### src/rtl/spi_pkg.sv
// Shared definitions for the SPI command controller:
// command encodings, FSM states and default widths.
package spi_pkg;

    localparam int ADDR_W_DEF = 20;
    localparam int DATA_W_DEF = 16;

    localparam logic [3:0] CMD_RD  = 4'h1;
    localparam logic [3:0] CMD_WR  = 4'h2;
    localparam logic [3:0] CMD_BRD = 4'h3;
    localparam logic [3:0] CMD_BWR = 4'h4;

    typedef enum logic [2:0] {
        IDLE,
        RD_REQ,
        RD_HOLD,
        WR_WAIT,
        WR_REQ,
        DRAIN
    } state_t;

endpackage

### src/rtl/ack_timer.sv
// Counts cycles of an outstanding bus request; expired is
// raised on the ACK_TIMEOUT-th cycle the request is held.
module ack_timer #(
    parameter int ACK_TIMEOUT = 16
) (
    input  logic clk,
    input  logic reset,
    input  logic load,
    input  logic en,
    output logic expired
);

    localparam int CW = (ACK_TIMEOUT > 2) ? $clog2(ACK_TIMEOUT) : 1;

    logic [CW-1:0] cnt;

    assign expired = en && (cnt == CW'(ACK_TIMEOUT - 1));

    always_ff @(posedge clk) begin
        if (reset || load) begin
            cnt <= '0;
        end else if (en && !expired) begin
            cnt <= cnt + CW'(1);
        end
    end

endmodule

### src/rtl/spi_cmd_ctrl.sv
// Turns decoded SPI commands into single or auto-incrementing
// burst transactions on the internal register bus.
module spi_cmd_ctrl
    import spi_pkg::*;
#(
    parameter int ADDR_W      = ADDR_W_DEF,
    parameter int DATA_W      = DATA_W_DEF,
    parameter int ACK_TIMEOUT = 16
) (
    input  logic              clk,
    input  logic              reset,
    input  logic              address_ready,
    input  logic [ADDR_W-1:0] addr,
    input  logic [3:0]        status,
    input  logic              data_ready,
    input  logic [DATA_W-1:0] wdata,
    input  logic              cs_n_o,
    output logic [DATA_W-1:0] rdata,
    output logic [ADDR_W-1:0] reg_addr,
    output logic [DATA_W-1:0] reg_wdata,
    output logic              reg_we,
    output logic              reg_re,
    input  logic [DATA_W-1:0] reg_rdata,
    input  logic              reg_ack,
    output logic              busy,
    output logic              err
);

    state_t     state;
    logic [3:0] cmd;
    logic       cs_q;
    logic       cs_rise;
    logic       req;
    logic       idle_req;
    logic       expired;
    logic       burst;

    assign req      = reg_we | reg_re;
    assign idle_req = ~req;
    assign cs_rise  = cs_n_o & ~cs_q;
    assign busy     = (state != IDLE);
    assign burst    = (cmd == CMD_BRD) || (cmd == CMD_BWR);

    ack_timer #(
        .ACK_TIMEOUT(ACK_TIMEOUT)
    ) u_timer (
        .clk    (clk),
        .reset  (reset),
        .load   (idle_req),
        .en     (req),
        .expired(expired)
    );

    always_ff @(posedge clk) begin
        if (reset) begin
            state     <= IDLE;
            cmd       <= '0;
            cs_q      <= 1'b1;
            rdata     <= '0;
            reg_addr  <= '0;
            reg_wdata <= '0;
            reg_we    <= 1'b0;
            reg_re    <= 1'b0;
            err       <= 1'b0;
        end else begin
            cs_q <= cs_n_o;
            if (cs_rise) begin
                state  <= IDLE;
                reg_we <= 1'b0;
                reg_re <= 1'b0;
            end else if (expired) begin
                state  <= DRAIN;
                reg_we <= 1'b0;
                reg_re <= 1'b0;
                err    <= 1'b1;
            end else begin
                if (address_ready && state != IDLE) begin
                    err <= 1'b1;
                end
                unique case (state)
                    IDLE: begin
                        if (address_ready) begin
                            reg_addr <= addr;
                            cmd      <= status;
                            err      <= 1'b0;
                            case (status)
                                CMD_RD, CMD_BRD: begin
                                    reg_re <= 1'b1;
                                    state  <= RD_REQ;
                                end
                                CMD_WR, CMD_BWR: begin
                                    state <= WR_WAIT;
                                end
                                default: begin
                                    err   <= 1'b1;
                                    state <= DRAIN;
                                end
                            endcase
                        end
                    end
                    RD_REQ: begin
                        if (reg_ack) begin
                            rdata  <= reg_rdata;
                            reg_re <= 1'b0;
                            state  <= RD_HOLD;
                        end else if (data_ready) begin
                            reg_re <= 1'b0;
                            err    <= 1'b1;
                            state  <= DRAIN;
                        end
                    end
                    RD_HOLD: begin
                        if (data_ready) begin
                            if (burst) begin
                                // prefetch the next word while it shifts out
                                reg_addr <= reg_addr + ADDR_W'(1);
                                reg_re   <= 1'b1;
                                state    <= RD_REQ;
                            end else begin
                                state <= DRAIN;
                            end
                        end
                    end
                    WR_WAIT: begin
                        if (data_ready) begin
                            reg_wdata <= wdata;
                            reg_we    <= 1'b1;
                            state     <= WR_REQ;
                        end
                    end
                    WR_REQ: begin
                        if (reg_ack) begin
                            reg_we <= 1'b0;
                            if (burst) begin
                                reg_addr <= reg_addr + ADDR_W'(1);
                                state    <= WR_WAIT;
                            end else begin
                                state <= DRAIN;
                            end
                        end else if (data_ready) begin
                            reg_we <= 1'b0;
                            err    <= 1'b1;
                            state  <= DRAIN;
                        end
                    end
                    DRAIN: begin
                        state <= DRAIN;
                    end
                    default: begin
                        state <= IDLE;
                    end
                endcase
            end
        end
    end

endmodule

### config.mk
export PLATFORM = sky130hd
export DESIGN_NAME = spi_cmd_ctrl
export DESIGN_NICKNAME = d
export VERILOG_FILES = /design/src/rtl/spi_pkg.sv /design/src/rtl/ack_timer.sv /design/src/rtl/spi_cmd_ctrl.sv
export SDC_FILE = /design/constraint.sdc
export NUM_CORES = 1
export LEC_CHECK = 0
export ABC_AREA = 1
export CELL_PAD_IN_SITES_DETAIL_PLACEMENT = 0
export CELL_PAD_IN_SITES_GLOBAL_PLACEMENT = 1
export CORE_MARGIN = 4
export CORE_UTILIZATION = 34
export DETAILED_ROUTE_END_ITERATION = 10
export PLACE_DENSITY_LB_ADDON = 0.1
export SLEW_MARGIN = 40
export SYNTH_ARGS = -nofsm -noshare
export SYNTH_HDL_FRONTEND = slang
export SYNTH_SLANG_ARGS = --single-unit
### constraint.sdc
create_clock -name clk -period 3.3 [get_ports clk]
set_input_delay 0.825 -clock clk [delete_from_list [all_inputs] [get_ports clk]]
set_output_delay 0.825 -clock clk [all_outputs]
set_load 0.01 [all_outputs]
# Yosys cells after proc, flatten, opt, wreduce, memory -nomap -nowiden
# Index checks and enable logic that the tools add are counted.
[word_totals]
register_bits = 67
out_inout_bits = 56
wordCells = 99
in_bits = 62
[op_classes]
n_eq_ne = 23
n_bitwise = 6
addsub = 2
n_reduce_logical = 25
mux = 32
[ops]
columns = ["operator", "count"]
rows = [
  ["2-to-1 mux 20 bit", 4],
  ["case mux 20 bit (3 select lines)", 1],
  ["2-to-1 mux 3 bit", 9],
  ["adder 20 x 1 -> 20 bit (second input constant)", 1],
  ["case mux 3 bit (6 select lines)", 1],
  ["2-to-1 mux 1 bit", 13],
  ["== test 4 x 2 -> 1 bit (second input constant)", 3],
  ["AND reduction 4 bit", 3],
  ["AND reduction 6 bit", 2],
  ["inequality test 2 bit (second input constant)", 5],
  ["inequality test 3 x 2 -> 1 bit (second input constant)", 3],
  ["AND reduction 3 bit", 3],
  ["nonzero test 3 bit", 3],
  ["== test 4 x 3 -> 1 bit (second input constant)", 2],
  ["OR reduction 2 bit", 4],
  ["== test 3 x 2 -> 1 bit (second input constant)", 2],
  ["== test 3 bit (second input constant)", 2],
  ["inequality test 3 bit (second input constant)", 2],
  ["case mux 3 bit (2 select lines)", 1],
  ["adder 4 x 1 -> 4 bit (second input constant)", 1],
  ["== test 4 x 1 -> 1 bit (second input constant)", 1],
  ["== test 4 bit (second input constant)", 1],
  ["NOT 1 bit", 4],
  ["case mux 1 bit (2 select lines)", 2],
  ["12 further kinds", 15],
]

# Depth between registers and ports, before layout
[depth]
ltp_word = 7
depth_mapped = 9
depth_no_buf = 9

# Hierarchy
# A second synthesis with hierarchy kept.
[hier_totals]
hier_cells = 548
area_unflattened_um2 = 3539.6
[modules_own_cells]
columns = ["mod", "area_each_um2", "cells_per_inst", "seq_area_each_um2", "instances"]
rows = [
  ["spi_cmd_ctrl", 3330.7, 517, 1261.2, 1],
  ["ack_timer", 209.0, 31, 80.1, 1],
]

# Worst setup path before layout
# No wires, ideal clock.
[synth_path]
path_kind = "input -> register"
from = "input port data_ready"
to = "register reg_addr[8]"
required_ps = 3178
path_stages = 8
slack_ps = 1544
arrival_ps = 1635
setup_time_ps = 122
cell_sequence = "inv_1 -> nand3_1 -> nand2_2 -> nor2_4 -> nand3_4 -> buf_6 -> o21ai_0 -> a21oi_1"
[synth_via]
elab_chain_len = 2
[synth_rtl]
columns = ["element", "line_no", "rtl"]
rows = [
  ["start: declaration", "spi_cmd_ctrl.sv:15", "input logic data_ready,"],
  ["inequality test 2 bit (no source line)", "-", ""],
  ["AND reduction 6 bit (no source line)", "-", ""],
  ["end signal: assignment", "spi_cmd_ctrl.sv:83", "reg_addr <= addr;"],
  ["end signal: assignment", "spi_cmd_ctrl.sv:116", "reg_addr <= reg_addr + ADDR_W'(1);"],
  ["end signal: assignment", "spi_cmd_ctrl.sv:135", "reg_addr <= reg_addr + ADDR_W'(1);"],
  ["end: declaration", "spi_cmd_ctrl.sv:19", "output logic [ADDR_W-1:0] reg_addr,"],
]
# Every way passes these cells.
# A chain may end at the register's enable or synchronous reset.

# Worst setup path after layout
[layout_path]
from = "register state[0]"
to = "output port busy"
[layout_via]
elab_chain_len = 1
[layout_rtl]
columns = ["element", "line_no", "rtl"]
rows = [
  ["start: declaration", "spi_cmd_ctrl.sv:29", "state_t state;"],
  ["start signal: assignment", "spi_cmd_ctrl.sv:56", "state <= IDLE;"],
  ["start signal: assignment", "spi_cmd_ctrl.sv:68", "state <= IDLE;"],
  ["start signal: assignment", "spi_cmd_ctrl.sv:72", "state <= DRAIN;"],
  ["nonzero test 3 bit", "spi_cmd_ctrl.sv:41", "assign busy = (state != IDLE);"],
  ["end: declaration", "spi_cmd_ctrl.sv:25", "output logic busy,"],
]
# Every way passes these cells.

==> metrics.txt <==
outcome=complete, no violations; Std-Cell Rows=36; Clock Tree Buf Depth=2; CP Max Fanout=6; initial antenna violation count=0; Sum Neg Setup Slack=0 ns; Synth Register Bits=67; number of synthesized flops with an enable pin=0; Max Clk Rate=393.1 MHz; Hold Fails Final Rpt=0; Initial Util=35.47%; Slew headroom=56.97%; vias in the first global route=3,664; Hold Crit Class=reg2reg; CTS resizes=0; Inst Count DP=769; Max Cap Viol=0; DIE HEIGHT=109.7 microns; pre-CTS setup slack=0.5683 ns; fin crit share=77.09%; crit path kind=reg2out; LEAKAGE=1.844 nW; Cell Area, Synth=0.003515 sq mm; Final WS setup=0.7559 ns; fillers=1,025; RSZ-0062 raised after global routing=false; register area=0.001341 sq mm; IO Count=118; largest net degree at the start of global routing=32; post-synthesis average cell area=6.582 sq um; minimum clock period=2.544 ns; post-synthesis mux area share=0%; total grt overflow=0; Total Power=3.437 mW; routed wire length=10.32 mm; Hold WS=0.4624 ns; adder-cell area share of the yosys netlist=0.7120%; Most used DFF post-synth=dfxtp_1; commonest non-fill, non-tap cell in the layout=nand2_1; CTS buffer count=9; Net Count, Synth=598; Post-synth ARST share=0%; Syn-to-layout area delta=40.90%; Total GRT Usage=17.96%; commonest cells after routing, fill and taps aside=139 x nand2_1, 117 x clkdlybuf4s50_1, 86 x nor2_1; Synth Area in XOR/XNOR=0.4984%; Cells after Synth=534; Pre-antenna DRT Iters=4; share of cells above drive strength 1=8.896%; ANT cells=0; CTS Hold Bufs=0; DP HPWL=7.641 mm; gpl congestion=0.8849; Worst Setup End Kind=output port; simple-gate share of the synthesized area=37.95%; via/cell ratio=4.766; via count=3,741; latest clock arrival within the worst-skew pair=0.34 ns; core area=0.009910 sq mm; VDD IR max=0.0002963 V; root buffer cell=clkbuf_8; Worst-Margin Slew=0.6404 ns; number of H-tree levels=3; Post-CTS Setup Inserts=0; synth warn=0; Yosys cell types=31; clk_skew=0.004998 ns; first-pass GRT wire length=17.21 mm; clock sink count=67; wire per inst=13.15 microns; register area share after synthesis=38.16%; max-slew violations=0; DRC=0; Clock Pin Slew Worst Setup and Hold Paths=0.07 ns; Synth Area in Compound Gates=14.77%; data arrival time of the worst path=1.72 ns; die area=0.01203 sq mm; Critical Path RT=2.47 ns; area of the multi-input gates=0.001896 sq mm; nets=711; Die Span X=109.7 microns; First DRT Iteration DRCs=219; pwr dens=694.0 mW/mm^2; # setup viols final=0; CTS tree=done; number of port buffers=117; largest family of logic cells by synthesized area=simple AND/OR/NAND/NOR gates; Routed Antenna Nets=0; Final Non-Filler Cells=785; startpoint class of the critical path=flip-flop
report_power, final:
| part | internal [mW] | total, mW | switching (mW) | leakage [nW] |
|---|---|---|---|---|
| logic | 0.676 | 1.55 | 0.872 | 1.20 |
| registers | 0.995 | 1.22 | 0.221 | 0.547 |
| clock network | 0.370 | 0.672 | 0.302 | 0.0947 |
worst paths after layout:
path                   end           from  cells past startpoint  slack (ns)
max                   busy       state[0]                      5        0.76
min          reg_wdata[12]  reg_wdata[12]                      2        0.46
max reg2reg    reg_addr[8]       state[0]                      8        1.09
min reg2reg  reg_wdata[12]  reg_wdata[12]                      2        0.46
area by class of cell:
type / instances / area share, %
Clock buffer: 14 / 3.082
Inverter: 42 / 3.234
Multi-Input combinational cell: 406 / 38.28
Sequential cell: 67 / 27.08
Clock inverter: 2 / 0.7074
Timing Repair Buffer: 121 / 24.25
Tap cell: 133 / 3.360
flip-flops by register name (all words and copies together), names as in the netlist:
signal / cells
reg_addr: 20
cs_q: 1
reg_re: 1
rdata: 16
reg_wdata: 16
cmd: 4
u_timer.cnt: 4
reg_we: 1
err: 1
state: 3
per-stage QoR:
stage / cell area, sq um / util, %
floorplan: 3515 / -
global placement: 4765 / 48.08
detailed placement: 4765 / 48.08
CTS: 4952 / 49.97
global route: 4952 / 49.97
finish: 4952 / 49.97
metal layers:
metal	track usage [%]	vias to the layer above	wire length [microns]
met5	0	-	0
met4	5.966	0	89
met3	6.048	9	897
met2	28.64	108	4603
met1	22.77	1671	4732
li1	-	1953	-
critical path: stages, from the launching register on:
cell and delay [ns]:
dfxtp_1 0.46, inv_2 0.11, nand2_1 0.08, nor2_1 0.06, inv_1 0.12, clkdlybuf4s50_1 0.55
logic make-up after synthesis:
family / count (synthesis)
AND/OR/NAND/NOR: 308
buffers and inverters: 61
flip-flops: 67
XOR/XNOR: 2
adder cells (fa/ha/maj): 2
AO/OA/AOI/OAI: 94
cells in the mapped netlist, drive strengths merged (2+ instances only):
library cell,number,share of area (%)
a21oi,49,8.2
buf,11,2.5
clkbuf,8,0.85
dfxtp,67,38
ha,2,0.71
inv,42,4.6
nand2,151,17
nand3,47,7.2
nand3b,2,0.43
nand4,10,1.8
nor2,93,11
o21ai,41,5.8
or2,4,0.71
xnor2,2,0.50
No activity file was read; power rests on OpenSTA's default activity.
